## src/rtl/ov7620_stream_gen.sv

```systemverilog
// OV7620-style camera source: generates PCLK, HREF, VSYNC and pixel data with a
// programmable frame geometry and test patterns, for bringing up a capture path.
module ov7620_stream_gen #(
   parameter int unsigned CLK_DIV     = 2,
   parameter int unsigned H_ACTIVE    = 640,
   parameter int unsigned H_BLANK     = 144,
   parameter int unsigned V_ACTIVE    = 480,
   parameter int unsigned VSYNC_LINES = 4,
   parameter int unsigned V_BACK      = 16
) (
   input  logic       CLK,
   input  logic       RSTn,
   input  logic       Start_Sig,
   input  logic [1:0] Pattern_Sel,
   output logic       Pin_PCLK,
   output logic       Pin_HREF,
   output logic       Pin_VSYNC,
   output logic [7:0] Pin_Data,
   output logic       Frame_Done_Sig
);

   localparam int unsigned DW      = $clog2(2 * CLK_DIV);
   localparam int unsigned LineLen = H_ACTIVE + H_BLANK;
   localparam int unsigned XW      = $clog2(LineLen);
   localparam int unsigned YMax0   = (V_ACTIVE > VSYNC_LINES) ? V_ACTIVE : VSYNC_LINES;
   localparam int unsigned YMax    = (YMax0 > V_BACK) ? YMax0 : V_BACK;
   localparam int unsigned YW      = $clog2(YMax + 1);

   localparam logic [DW-1:0] DivLast  = DW'(2 * CLK_DIV - 1);
   localparam logic [DW-1:0] DivHalf  = DW'(CLK_DIV);
   localparam logic [XW-1:0] XLast    = XW'(LineLen - 1);
   localparam logic [XW-1:0] XAct     = XW'(H_ACTIVE);
   localparam logic [YW-1:0] YLastVs  = YW'(VSYNC_LINES - 1);
   localparam logic [YW-1:0] YLastVb  = YW'((V_BACK == 0) ? 0 : V_BACK - 1);
   localparam logic [YW-1:0] YLastAct = YW'(V_ACTIVE - 1);

   localparam logic [1:0] StIdle   = 2'd0;
   localparam logic [1:0] StVsync  = 2'd1;
   localparam logic [1:0] StVback  = 2'd2;
   localparam logic [1:0] StActive = 2'd3;

   logic [DW-1:0] div_q, div_d;
   logic          pclk_q, pclk_d;
   logic [1:0]    state_q, state_d;
   logic [XW-1:0] x_q, x_d;
   logic [YW-1:0] y_q, y_d;
   logic [1:0]    pat_q, pat_d;
   logic          href_q, href_d;
   logic          vsync_q, vsync_d;
   logic [7:0]    data_q, data_d;
   logic          done_q, done_d;
   logic          boundary;
   logic [YW-1:0] y_last;
   logic [7:0]    x8, y8, pat_val;

   always_comb begin
      case (state_q)
         StVsync: y_last = YLastVs;
         StVback: y_last = YLastVb;
         default: y_last = YLastAct;
      endcase
   end

   // Advance from the slot just ending to the slot starting at this boundary;
   // outputs are then registered from the new slot's coordinates.
   always_comb begin
      boundary = (div_q == DivLast);
      div_d    = boundary ? '0 : div_q + 1'b1;
      pclk_d   = (div_d >= DivHalf);
      state_d  = state_q;
      x_d      = x_q;
      y_d      = y_q;
      pat_d    = pat_q;
      done_d   = 1'b0;
      if (boundary) begin
         if (state_q == StIdle) begin
            if (Start_Sig) begin
               state_d = StVsync;
               x_d     = '0;
               y_d     = '0;
               pat_d   = Pattern_Sel;
            end
         end else if (x_q != XLast) begin
            x_d = x_q + 1'b1;
         end else begin
            x_d = '0;
            if (y_q != y_last) begin
               y_d = y_q + 1'b1;
            end else begin
               y_d = '0;
               case (state_q)
                  StVsync: state_d = (V_BACK == 0) ? StActive : StVback;
                  StVback: state_d = StActive;
                  default: begin
                     done_d = 1'b1;
                     if (Start_Sig) begin
                        state_d = StVsync;
                        pat_d   = Pattern_Sel;
                     end else begin
                        state_d = StIdle;
                     end
                  end
               endcase
            end
         end
      end
   end

   always_comb begin
      x8 = 8'(x_d);
      y8 = 8'(y_d);
      case (pat_d)
         2'd0:    pat_val = x8;
         2'd1:    pat_val = y8;
         2'd2:    pat_val = x8 ^ y8;
         default: pat_val = 8'hA5;
      endcase
      href_d  = href_q;
      vsync_d = vsync_q;
      data_d  = data_q;
      if (boundary) begin
         vsync_d = (state_d == StVsync);
         href_d  = (state_d == StActive) && (x_d < XAct);
         data_d  = href_d ? pat_val : 8'h00;
      end
   end

   always_ff @(posedge CLK or negedge RSTn) begin
      if (!RSTn) begin
         div_q   <= '0;
         pclk_q  <= 1'b0;
         state_q <= StIdle;
         x_q     <= '0;
         y_q     <= '0;
         pat_q   <= 2'd0;
         href_q  <= 1'b0;
         vsync_q <= 1'b0;
         data_q  <= 8'h00;
         done_q  <= 1'b0;
      end else begin
         div_q   <= div_d;
         pclk_q  <= pclk_d;
         state_q <= state_d;
         x_q     <= x_d;
         y_q     <= y_d;
         pat_q   <= pat_d;
         href_q  <= href_d;
         vsync_q <= vsync_d;
         data_q  <= data_d;
         done_q  <= done_d;
      end
   end

   assign Pin_PCLK       = pclk_q;
   assign Pin_HREF       = href_q;
   assign Pin_VSYNC      = vsync_q;
   assign Pin_Data       = data_q;
   assign Frame_Done_Sig = done_q;

endmodule

```

## config.mk

```make
export PLATFORM = sky130hd
export DESIGN_NAME = ov7620_stream_gen
export DESIGN_NICKNAME = d
export VERILOG_FILES = /design/src/rtl/ov7620_stream_gen.sv
export SDC_FILE = /design/constraint.sdc
export NUM_CORES = 1
export LEC_CHECK = 0
export ABC_AREA = 0
export BUFFER_PORTS_ARGS = -buffer_cell sky130_fd_sc_hd__buf_4
export CAP_MARGIN = 20
export CORE_ASPECT_RATIO = 0.9
export CORE_MARGIN = 2
export CORE_UTILIZATION = 60
export CTS_CLUSTER_DIAMETER = 50
export CTS_CLUSTER_SIZE = 14
export DETAILED_ROUTE_END_ITERATION = 10
export HOLD_SLACK_MARGIN = 0.03
export PLACE_DENSITY = 0.8
export SYNTH_ARGS = -nofsm -noshare
export SYNTH_HDL_FRONTEND = slang
export SYNTH_SLANG_ARGS = --single-unit
```

## constraint.sdc

```tcl
create_clock -name CLK -period 3.79 [get_ports CLK]
set_clock_uncertainty 0.2 [all_clocks]
set_input_delay 1.137 -clock CLK [delete_from_list [all_inputs] [get_ports CLK]]
set_output_delay 1.137 -clock CLK [all_outputs]
set_load 0.01 [all_outputs]
```

Word level (Yosys, flattened, before mapping)
Cells that the tools add are included.

operators by class
  add/sub/neg operators = 3
  order comparisons = 2
  eq/ne operators = 11
  mux-type cells = 31
  bitwise logic cells = 1
  reductions and logical operators = 5

operator list
  cell                                                                   number
  10-bit 2-to-1 mux                                                      4
  9-bit 2-to-1 mux                                                       4
  2-bit 2-to-1 mux                                                       12
  8-bit case mux with 3 select lines                                     1
  9-bit case mux with 2 select lines                                     1
  8-bit 2-to-1 mux                                                       2
  10-bit by 1-bit adder with 10-bit output, second input constant        1
  10-bit less-than comparator, second input constant                     1
  10-bit != test, second input constant                                  1
  9-bit by 1-bit adder with 9-bit output, second input constant          1
  9-bit != test                                                          1
  2-bit equality test, second input constant                             4
  8-bit XOR                                                              1
  2-bit by 1-bit equality test with 1-bit output, second input constant  3
  1-bit 2-to-1 mux                                                       6
  2-bit zero test                                                        2
  2-bit != test, second input constant                                   2
  2-bit case mux with 2 select lines                                     1
  3-bit AND reduction                                                    1
  2-bit by 1-bit adder with 2-bit output, second input constant          1
  2-bit greater-or-equal comparator, second input constant               1
  2-bit OR reduction                                                     1
  1-bit logical AND                                                      1

word-level totals
  flip-flop bits (word level) = 37
  input port bits = 5
  output and inout port bits = 12
  word-level logic and storage cells = 64

Longest topological paths before layout
Gate-level depths: netlist of the first run.

  depth in word-level cells = 10
  gate-level depth with buffers = 12
  mapped depth without buffers = 10

Worst setup path before layout of the first run
No wires, ideal clock.

  path type = register to register
  start point = register x_q[4]
  end point = register data_q[0], in the netlist Pin_Data[0]
  setup time = 142 ps
  arrival = 2,779 ps
  data required time = 3,448 ps
  slack = 669 ps
  cell stages (with the launch flop) = 11
  path buffers = 2
  period minus slack after synthesis = 3,121 ps
  cells stage by stage = dfrtp_1 > or4_4 > or3_1 > buf_6 > or3_4 > buf_2 > a211oi_1 > nor2b_1 > nor2_1 > nand4_4 > o32ai_2

between the ends
  word-level cells in the longest chain between the ends = 7
  elaborated cells between the ends (all ways) = 24
  classes of those cells = add/sub: 1; order compare: 1; eq/ne: 4; mux: 15; bitwise: 1; reduce/logical: 2

RTL lines
  what                                                                               RTL line  RTL
  start: declaration                                                                 45        logic [XW-1:0] x_q, x_d;
  start signal: assignment                                                           133       x_q <= '0;
  start signal: assignment                                                           144       x_q <= x_d;
  10-bit by 1-bit adder with 10-bit output / 10-bit != test (equally long branches)  84, 83
  10-bit 2-to-1 mux (tied with other cells)                                          83        end else if (x_q != XLast) begin
  10-bit 2-to-1 mux (tied with other cells)                                          76        if (state_q == StIdle) begin
  10-bit 2-to-1 mux (tied with other cells)                                          75        if (boundary) begin
  10-bit less-than comparator (tied with other cells)                                123       href_d = (state_d == StActive) && (x_d < XAct);
  1-bit logical AND / 8-bit case mux with 3 select lines (equally long branches)     123, 112
  8-bit 2-to-1 mux *                                                                 124       data_d = href_d ? pat_val : 8'h00;
  end signal: assignment                                                             149       data_q <= data_d;
  end: declaration                                                                   50        logic [7:0] data_q, data_d;

Mark *: on every way between the ends. The rest lies on a longest branch, timed or not. The select of a mux whose other input is x is not followed.
A chain may end at the register's enable or synchronous reset.

Worst setup path in the final report of the first run
  start point = register x_q[4]
  end point = register data_q[4], in the netlist Pin_Data[4]

The elaborated chain is that of the path after synthesis.

==> impl_metrics.json, run 1 <==
{
  "status": "completed",
  "peakVddDrop_mv": 0.248,
  "clk_pin_slew_ns": 0.07,
  "max_slew_margin_pct": 47.2,
  "placedCellCount": 310,
  "drive_gt1_share_pct": 19.6,
  "wl_met1_mm": 2.40,
  "die_w_um": 69.1,
  "final-max-slew-violation-count": 0,
  "rr_startpoint": "x_q[4]",
  "synth-seq-cells": 36,
  "drt_iter0_drc": 231,
  "start_util_pct": 62.2,
  "antenna_found_initial": 0,
  "rr_endpoint": "Pin_Data[4]",
  "first_pass_iters": 4,
  "clk-insertion-delay-late_ns": 0.29,
  "synth_compound_area_share_pct": 22.4,
  "avgRoutedWirePerCell_um": 16.9,
  "synth.yosys.warnings": 0,
  "ys_seq_area_share_pct": 39.4,
  "syn_nets": 262,
  "synth_top_cell_area_share_pct": 39.4,
  "power.density_nw_per_um2": 271,
  "period_needed_ns": 3.47,
  "ys_top_cells_by_area": "dfrtp_1 39%, o21ai_0 3.9%, nand2_1 3.9%",
  "cts_sinks": 36,
  "antenna_left": 0,
  "met3_length_um": 289,
  "drt-vias-per-instance": 6.24,
  "yosysUniqueCellTypes": 59,
  "core-area_um2": 3680,
  "synth-edff-count": 0,
  "whs_path_depth": 1,
  "setup_viol": 0,
  "hp-class": "reg -> reg",
  "synthArstFlopShare_pct": 100,
  "p_leak_nw": 1.15,
  "antenna_cells": 0,
  "synthSimpleGateAreaFrac_pct": 24.3,
  "worst_pin_slew_ns": 0.782,
  "wl_mm": 5.36,
  "yosys.area_share.adder_pct": 3.28,
  "criticalPathCategory": "reg -> reg",
  "ff2ff_path_depth": 8,
  "top_layer": "met4",
  "reg2reg_slack_ns": 0.32,
  "wl_met2_mm": 2.60,
  "period_share_pct": 91.7,
  "drv_cap": 0,
  "yosys-top-cells-count": "36 x dfrtp_1, 24 x nand2_1, 19 x nor2_1",
  "critPathLaunchType": "flop",
  "area_delta_synth_final_pct": 12.0,
  "fmax_mhz": 288,
  "grt_pass1_vias": 1927,
  "ctsResizeCount": 0,
  "cts_max_path_buffers": 2,
  "endpoint_kind": "flop",
  "finalNonFillerCells": 317,
  "cts_setup_buffers": 0,
  "grt_max_degree": 37,
  "postSynthAreaPerCell_um2": 9.11,
  "min-delay-start": "div_q[0]",
  "cts_root_buffer": "clkbuf_8",
  "cp_data_arrival_time_ns": 3.44,
  "grt_usage_pct": 26.7,
  "nets": 282,
  "drc": 0,
  "die-area_um2": 4320,
  "grt_first_pass_wirelength_mm": 9.08,
  "rsz0062_at_grt": "false",
  "fp-row-count": 21,
  "min_to": "div_q[0]",
  "htree_levels": 2,
  "numPortBuffers": 16,
  "cts_buffers": 5,
  "totalNegativeSetupSlack_ns": 0,
  "regArea_um2": 901,
  "hold_viol": 0,
  "worstPathRequired_ns": 3.76,
  "synth_top_family_by_area": "simple AND/OR/NAND/NOR gates",
  "postSynthCellCount": 251,
  "crit_fanout": 8,
  "cts_tree": "done",
  "place_congestion": 0.934,
  "utilization_pct": 69.7,
  "netlist_area_um2": 2290,
  "multi_input_area_um2": 1260,
  "die_h_um": 62.6,
  "ctsHoldBuffers": 0,
  "synth-main-ff-cell": "dfrtp_1",
  "synthMuxAreaShare_pct": 3.61,
  "nFillCells": 305,
  "yosysMostFrequentCell": "dfrtp_1",
  "synth_xor_area_share_pct": 1.48,
  "gr-total-overflow": 0,
  "hpwlAfterDp_mm": 3.95,
  "yosysTopAreaCell": "dfrtp_1",
  "io_pins": 17,
  "vias": 1979
}
## where the power goes
part           internal (W)   total, W  switching (W)
sequential         0.000384   0.000384              0
clock              0.000162   0.000295       0.000133
combinational    0.00000399  0.0000140     0.00000997
total              0.000550   0.000693       0.000143
## flip-flops by register name, summed over array words and instances, names as in the netlist, 2 cells and up
name      flops
x_q          10
y_q           9
state_q       2
Pin_Data      8
pat_q         2
## metal layers
layer  track usage (%)  up-vias
li1                  -      962
met1              35.8      945
met2              41.5       63
met3              6.61        9
met4              11.5        0
met5                 0        -
## cells in the final DEF, fill, tap and decap left out, drive strengths merged, types with 3 or more instances in the layout
cell type,n
a21oi,14
a22o,3
a22oi,4
a31oi,4
and3,6
buf,24
clkbuf,7
dfrtp,36
ha,6
inv,18
mux2i,6
nand2,25
nand2b,4
nand3,12
nand4,7
nor2,19
nor2b,7
nor3,5
o21ai,18
o22ai,5
o32ai,5
or3,5
## worst max-delay path by stage
stage          startpoint     endpoint  slack [ns]  cells after the start
2_1_floorplan      x_q[4]  Pin_Data[0]        0.67                     10
3_3_place_gp       x_q[4]  Pin_Data[5]        0.45                      8
3_5_place_dp       x_q[4]  Pin_Data[5]        0.35                      8
4_1_cts            x_q[4]  Pin_Data[5]        0.33                      8
5_1_grt            x_q[4]  Pin_Data[4]        0.19                      8
6_report           x_q[4]  Pin_Data[4]        0.32                      8
## kinds of logic (layout without fill, tap and decap cells)
group / count (synthesis) / count (layout)
compound gates: 69 / 69
buf+inv: 29 / 49
simple gates: 100 / 100
xor+xnor: 3 / 3
mux: 8 / 8
flops: 36 / 36
fa+ha+maj: 6 / 6
## worst max-delay path, stage by stage (launching register included)
cell,delay (ns)
dfrtp_1,0.46
or4_4,0.58
or3_1,0.50
o41a_1,0.52
o32ai_2,0.45
buf_4,0.23
mux2i_1,0.07
a22oi_1,0.22
o22ai_1,0.11
## area by class of cell
type / count / area share [%]
multi-input cells: 186 / 49.2
well taps: 46 / 2.25
inverters: 18 / 2.64
repair buffers: 24 / 7.03
clock buffers: 7 / 3.76
flip-flops and latches: 36 / 35.2
## per-stage QoR
step	hold slack, ns	power (W)	setup WS [ns]	instance area [um^2]
6_report	0.232	0.000693	0.316	2560
2_1_floorplan	0.201	0.000394	0.669	2290
3_3_place_gp	0.217	0.000406	0.452	2470
3_5_place_dp	0.219	0.000406	0.346	2470
4_1_cts	0.231	0.000701	0.328	2560
5_1_grt	0.237	0.000719	0.195	2560
No activity file was read; power rests on OpenSTA's default activity.
==> run 2, diff against run 1 <==
--- a/config.mk
+++ b/config.mk
@@ -8,7 +8,7 @@
 export ABC_AREA = 0
 export BUFFER_PORTS_ARGS = -buffer_cell sky130_fd_sc_hd__buf_4
 export CAP_MARGIN = 20
-export CORE_ASPECT_RATIO = 0.9
+export CORE_ASPECT_RATIO = 1.2
 export CORE_MARGIN = 2
 export CORE_UTILIZATION = 60
 export CTS_CLUSTER_DIAMETER = 50
==> run 2 against run 1 <==
Against the previous run:
- count of clock-buffer cells in the layout is 2 lower
- critical path type unchanged
- register-to-register slack better by 0.12 ns
- non-clock buffer count stayed put
- critical path depth stayed put
- worst hold slack better by 0.0015 ns
==> impl_metrics.json, run 2 (synthesized netlist as in run 1, its figures left out) <==
{
  "worstPathRequired_ns": 3.75,
  "fmax_mhz": 298,
  "antenna_left": 0,
  "htree_levels": 2,
  "regMostFlops": "x_q",
  "hpwlAfterDp_mm": 3.88,
  "hp-class": "reg -> reg",
  "start_util_pct": 62.9,
  "drv_cap": 0,
  "cp_top_family": "simple AND/OR/NAND/NOR gates",
  "status": "completed",
  "die-area_um2": 4320,
  "endpoint_kind": "flop",
  "antenna_cells": 0,
  "cts_buffers": 5,
  "power.density_nw_per_um2": 261,
  "path_cells": "or4_4 -> or3_1 -> or3_4 -> a211oi_1 -> nor2b_1 -> nor2_1 -> nand4_4 -> o21ai_0",
  "max_stage_delay_ns": 0.58,
  "gr-total-overflow": 0,
  "cp_slowest_cell": "or4_4",
  "criticalPathCategory": "reg -> reg",
  "utilization_pct": 70.3,
  "antenna_found_initial": 0,
  "p_leak_nw": 1.14,
  "ctsResizeCount": 0,
  "postPlaceCellArea_um2": 2470,
  "cts_sinks": 36,
  "die_w_um": 60.4,
  "cts_max_path_buffers": 2,
  "period_share_pct": 88.4,
  "place_congestion": 0.870,
  "cts_tree": "done",
  "layout_commonest_cell": "dfrtp_1",
  "io_pins": 17,
  "wl_mm": 5.21,
  "setup_viol": 0,
  "grt_pass1_vias": 1865,
  "grt_first_pass_wirelength_mm": 8.49,
  "max_slew_margin_pct": 49.4,
  "grt_max_degree": 37,
  "vias": 1989,
  "rsz0062_at_grt": "false",
  "drc": 0,
  "fp-row-count": 24,
  "cts_setup_buffers": 0,
  "core-area_um2": 3630,
  "final_cell_mix": "36 x dfrtp_1, 24 x nand2_1, 24 x buf_4",
  "cp_data_arrival_time_ns": 3.31,
  "critPathLaunchType": "flop",
  "avgRoutedWirePerCell_um": 16.1,
  "finalInstanceArea_um2": 2550,
  "clk_pin_slew_ns": 0.07,
  "nets": 282,
  "cp_num_buf_inv": 0,
  "drt-vias-per-instance": 6.16,
  "cts_root_buffer": "clkbuf_8",
  "preCtsSetupSlack_ns": 0.452,
  "peakVddDrop_mv": 0.206,
  "drt_iter0_drc": 104,
  "clk-insertion-delay-late_ns": 0.29,
  "numPortBuffers": 16,
  "period_needed_ns": 3.35,
  "first_pass_iters": 4,
  "crit_fanout": 12,
  "grt_usage_pct": 26.4,
  "layout_setup_ws_ns": 0.440,
  "die_h_um": 71.6,
  "worst_pin_slew_ns": 0.749,
  "area_delta_synth_final_pct": 11.7,
  "ctsHoldBuffers": 0,
  "totalNegativeSetupSlack_ns": 0,
  "hold_viol": 0,
  "whs_ns": 0.234,
  "drive_gt1_share_pct": 19.6,
  "largest_register_ffs": 10,
  "final-max-slew-violation-count": 0
}
[run 2: changes by cell type in the layout (fill, tap and decap cells not counted), sizes merged]
cell,change
clkbuf,-2
clkinvlp,+1
clkinv,+1
[run 2: routing by layer]
layer	track usage (%)	vias to the layer above	routed length, um
li1	-	966	-
met1	33.6	942	2260
met2	43.1	67	2650
met3	3.25	14	203
met4	14.1	0	95
met5	0	-	0
[run 2: power by group]
group | leakage [nW] | switching, W | internal, W | total, W
Combinational | 0.672 | 0.0000104 | 0.00000400 | 0.0000144
Clock | 0.0400 | 0.000143 | 0.000125 | 0.000267
Sequential | 0.426 | 0 | 0.000384 | 0.000384
[run 2: metrics by stage]
stage	total power (W)	cells
final	0.000666	323
after global routing	0.000682	323
after CTS	0.000668	323
after detailed placement	0.000406	316
after global placement	0.000406	316
after floorplan	0.000394	251
[run 2: worst paths after layout]
kind	end	cells past startpoint	slack (ns)	from
max in group asynchronous	y_q[2]	1	2.47	RSTn
worst max-delay path	Pin_HREF	8	0.44	x_q[4]
min in group asynchronous	y_q[8]	1	0.59	RSTn
worst min-delay path	div_q[0]	1	0.23	div_q[0]
worst max register to register	Pin_HREF	8	0.44	x_q[4]
worst min register to register	div_q[0]	1	0.23	div_q[0]
[run 2: layout make-up]
class	instances	area (um^2)
clock buffers	5	68.8
clock inverters	2	12.5
fillers	291	1080
inverters	18	67.6
multi-input cells	186	1260
flip-flops and latches	36	901
well taps	52	65.1
repair buffers	24	180
[run 2: worst register-to-register path, cell delays in order (launching register included)]
cell,delay (ns)
dfrtp_1,0.46
or4_4,0.58
or3_1,0.50
or3_4,0.51
a211oi_1,0.36
nor2b_1,0.23
nor2_1,0.11
nand4_4,0.17
o21ai_0,0.11
==> run 3, diff against run 2 <==
--- a/config.mk
+++ b/config.mk
@@ -15,7 +15,7 @@
 export CTS_CLUSTER_SIZE = 14
 export DETAILED_ROUTE_END_ITERATION = 10
 export HOLD_SLACK_MARGIN = 0.03
-export PLACE_DENSITY = 0.8
+export PLACE_DENSITY = 0.84
 export SYNTH_ARGS = -nofsm -noshare
 export SYNTH_HDL_FRONTEND = slang
 export SYNTH_SLANG_ARGS = --single-unit
==> run 3 against run 2 <==
Against the previous run:
- total power is 11% higher
- fmax is 1.5% lower
- setup slack worse by 0.052 ns
- sequential share of layout area is 0.51 points lower
- register-to-register slack worse by 0.05 ns
- cell area is 1.5% higher
- critical path depth stayed put
- global-route usage is 0.60 points higher
- clock power is 27% higher
- worst hold slack worse by 0.0015 ns
- critical endpoint is now Pin_Data[3]
- largest cell class unchanged
- highest routed layer unchanged
==> impl_metrics.json, run 3 (synthesized netlist as in run 1, its figures left out) <==
{
  "cts_sinks": 36,
  "antenna_cells": 0,
  "drt-vias-per-instance": 6.26,
  "vias": 2035,
  "crit_fanout": 8,
  "totalNegativeSetupSlack_ns": 0,
  "fmax_mhz": 294,
  "avgRoutedWirePerCell_um": 16.1,
  "die-area_um2": 4320,
  "antenna_left": 0,
  "grt_max_degree": 37,
  "htree_levels": 2,
  "min-delay-start": "div_q[0]",
  "cts_setup_buffers": 0,
  "nets": 283,
  "final_cell_mix": "36 x dfrtp_1, 25 x buf_4, 24 x nand2_1",
  "period_share_pct": 89.8,
  "drv_cap": 0,
  "grt_usage_pct": 27.0,
  "start_util_pct": 62.9,
  "peakVddDrop_mv": 0.252,
  "max_slew_margin_pct": 42.1,
  "setup_viol": 0,
  "layout_commonest_cell": "dfrtp_1",
  "wl_mm": 5.25,
  "cts_root_buffer": "clkbuf_8",
  "nFillCells": 263,
  "area_delta_synth_final_pct": 13.3,
  "status": "completed",
  "ctsHoldBuffers": 0,
  "endpoint_kind": "flop",
  "place_congestion": 0.858,
  "ctsResizeCount": 0,
  "largest_register_ffs": 10,
  "critPathLaunchType": "flop",
  "grt_pass1_vias": 1926,
  "regArea_um2": 901,
  "drt_iter0_drc": 135,
  "multi_input_area_um2": 1260,
  "io_pins": 17,
  "clk-insertion-delay-late_ns": 0.29,
  "total_power_w": 0.000737,
  "period_needed_ns": 3.40,
  "cts_buffers": 5,
  "antenna_found_initial": 0,
  "grt_first_pass_wirelength_mm": 8.66,
  "gr-total-overflow": 0,
  "cts_max_path_buffers": 2,
  "final-max-slew-violation-count": 0,
  "drive_gt1_share_pct": 20.1,
  "worstPathRequired_ns": 3.76,
  "startpoint": "x_q[4]",
  "worst_pin_slew_ns": 0.857,
  "die_w_um": 60.4,
  "rr_startpoint": "x_q[4]",
  "clk_pin_slew_ns": 0.08,
  "power.density_nw_per_um2": 284,
  "hpwlAfterDp_mm": 3.87,
  "drc": 0,
  "hold_viol": 0,
  "regMostFlops": "x_q",
  "cts_tree": "done",
  "core-area_um2": 3630,
  "first_pass_iters": 4,
  "numPortBuffers": 16,
  "hp-class": "reg -> reg",
  "die_h_um": 71.6,
  "criticalPathCategory": "reg -> reg",
  "fp-row-count": 24,
  "rsz0062_at_grt": "false",
  "cp_data_arrival_time_ns": 3.38,
  "p_leak_nw": 1.16
}
run 3: power by group:
part / switching (W) / total (W) / internal (W)
Sequential: 0 / 0.000384 / 0.000384
Combinational: 0.0000103 / 0.0000143 / 0.00000400
Clock: 0.000145 / 0.000339 / 0.000195
Total: 0.000155 / 0.000737 / 0.000582
run 3: critical path, cell delays in order, from the launching register on:
cell,delay [ns]
dfrtp_1,0.46
or4_4,0.58
or3_1,0.50
o41a_1,0.54
o32ai_4,0.32
nand2b_2,0.24
o21ai_0,0.11
a22oi_1,0.24
o22ai_1,0.10
run 3: final timing paths:
path	slack [ns]	endpoint	cells after the start
setup / recovery	0.39	Pin_Data[3]	8
hold / removal	0.23	div_q[0]	1
setup reg to reg	0.39	Pin_Data[3]	8
hold reg to reg	0.23	div_q[0]	1
max in group asynchronous	2.47	x_q[1]	1
min in group asynchronous	0.59	y_q[8]	1
run 3: area by class of cell:
type                       instances  area share [%]
clock buffer                       5            2.65
clock inverter                     3            1.64
inverter                          18            2.61
multi-input combinational        186            48.6
sequential                        36            34.7
tap                               52            2.51
timing repair buffer              25            7.24
run 3: routing by layer:
metal  global-route usage [%]  routed length, um  up-vias
li1                         -                  -      966
met1                     33.6               2100      973
met2                     44.4               2620       77
met3                     5.23                345       19
met4                     12.6                182        0
met5                        0                  0        -
run 3: stage by stage:
| stage | area [um^2] | utilization, % | worst slack [ns] | hold WS [ns] | instances |
|---|---|---|---|---|---|
| after detailed placement | 2480 | 68.3 | 0.421 | 0.230 | 317 |
| final | 2590 | 71.3 | 0.388 | 0.232 | 325 |
| after floorplan | 2290 | - | 0.669 | 0.201 | 251 |
| after global placement | 2480 | 68.3 | 0.468 | 0.215 | 317 |
| after global routing | 2590 | 71.3 | 0.265 | 0.265 | 325 |
| after CTS | 2590 | 71.3 | 0.405 | 0.239 | 325 |
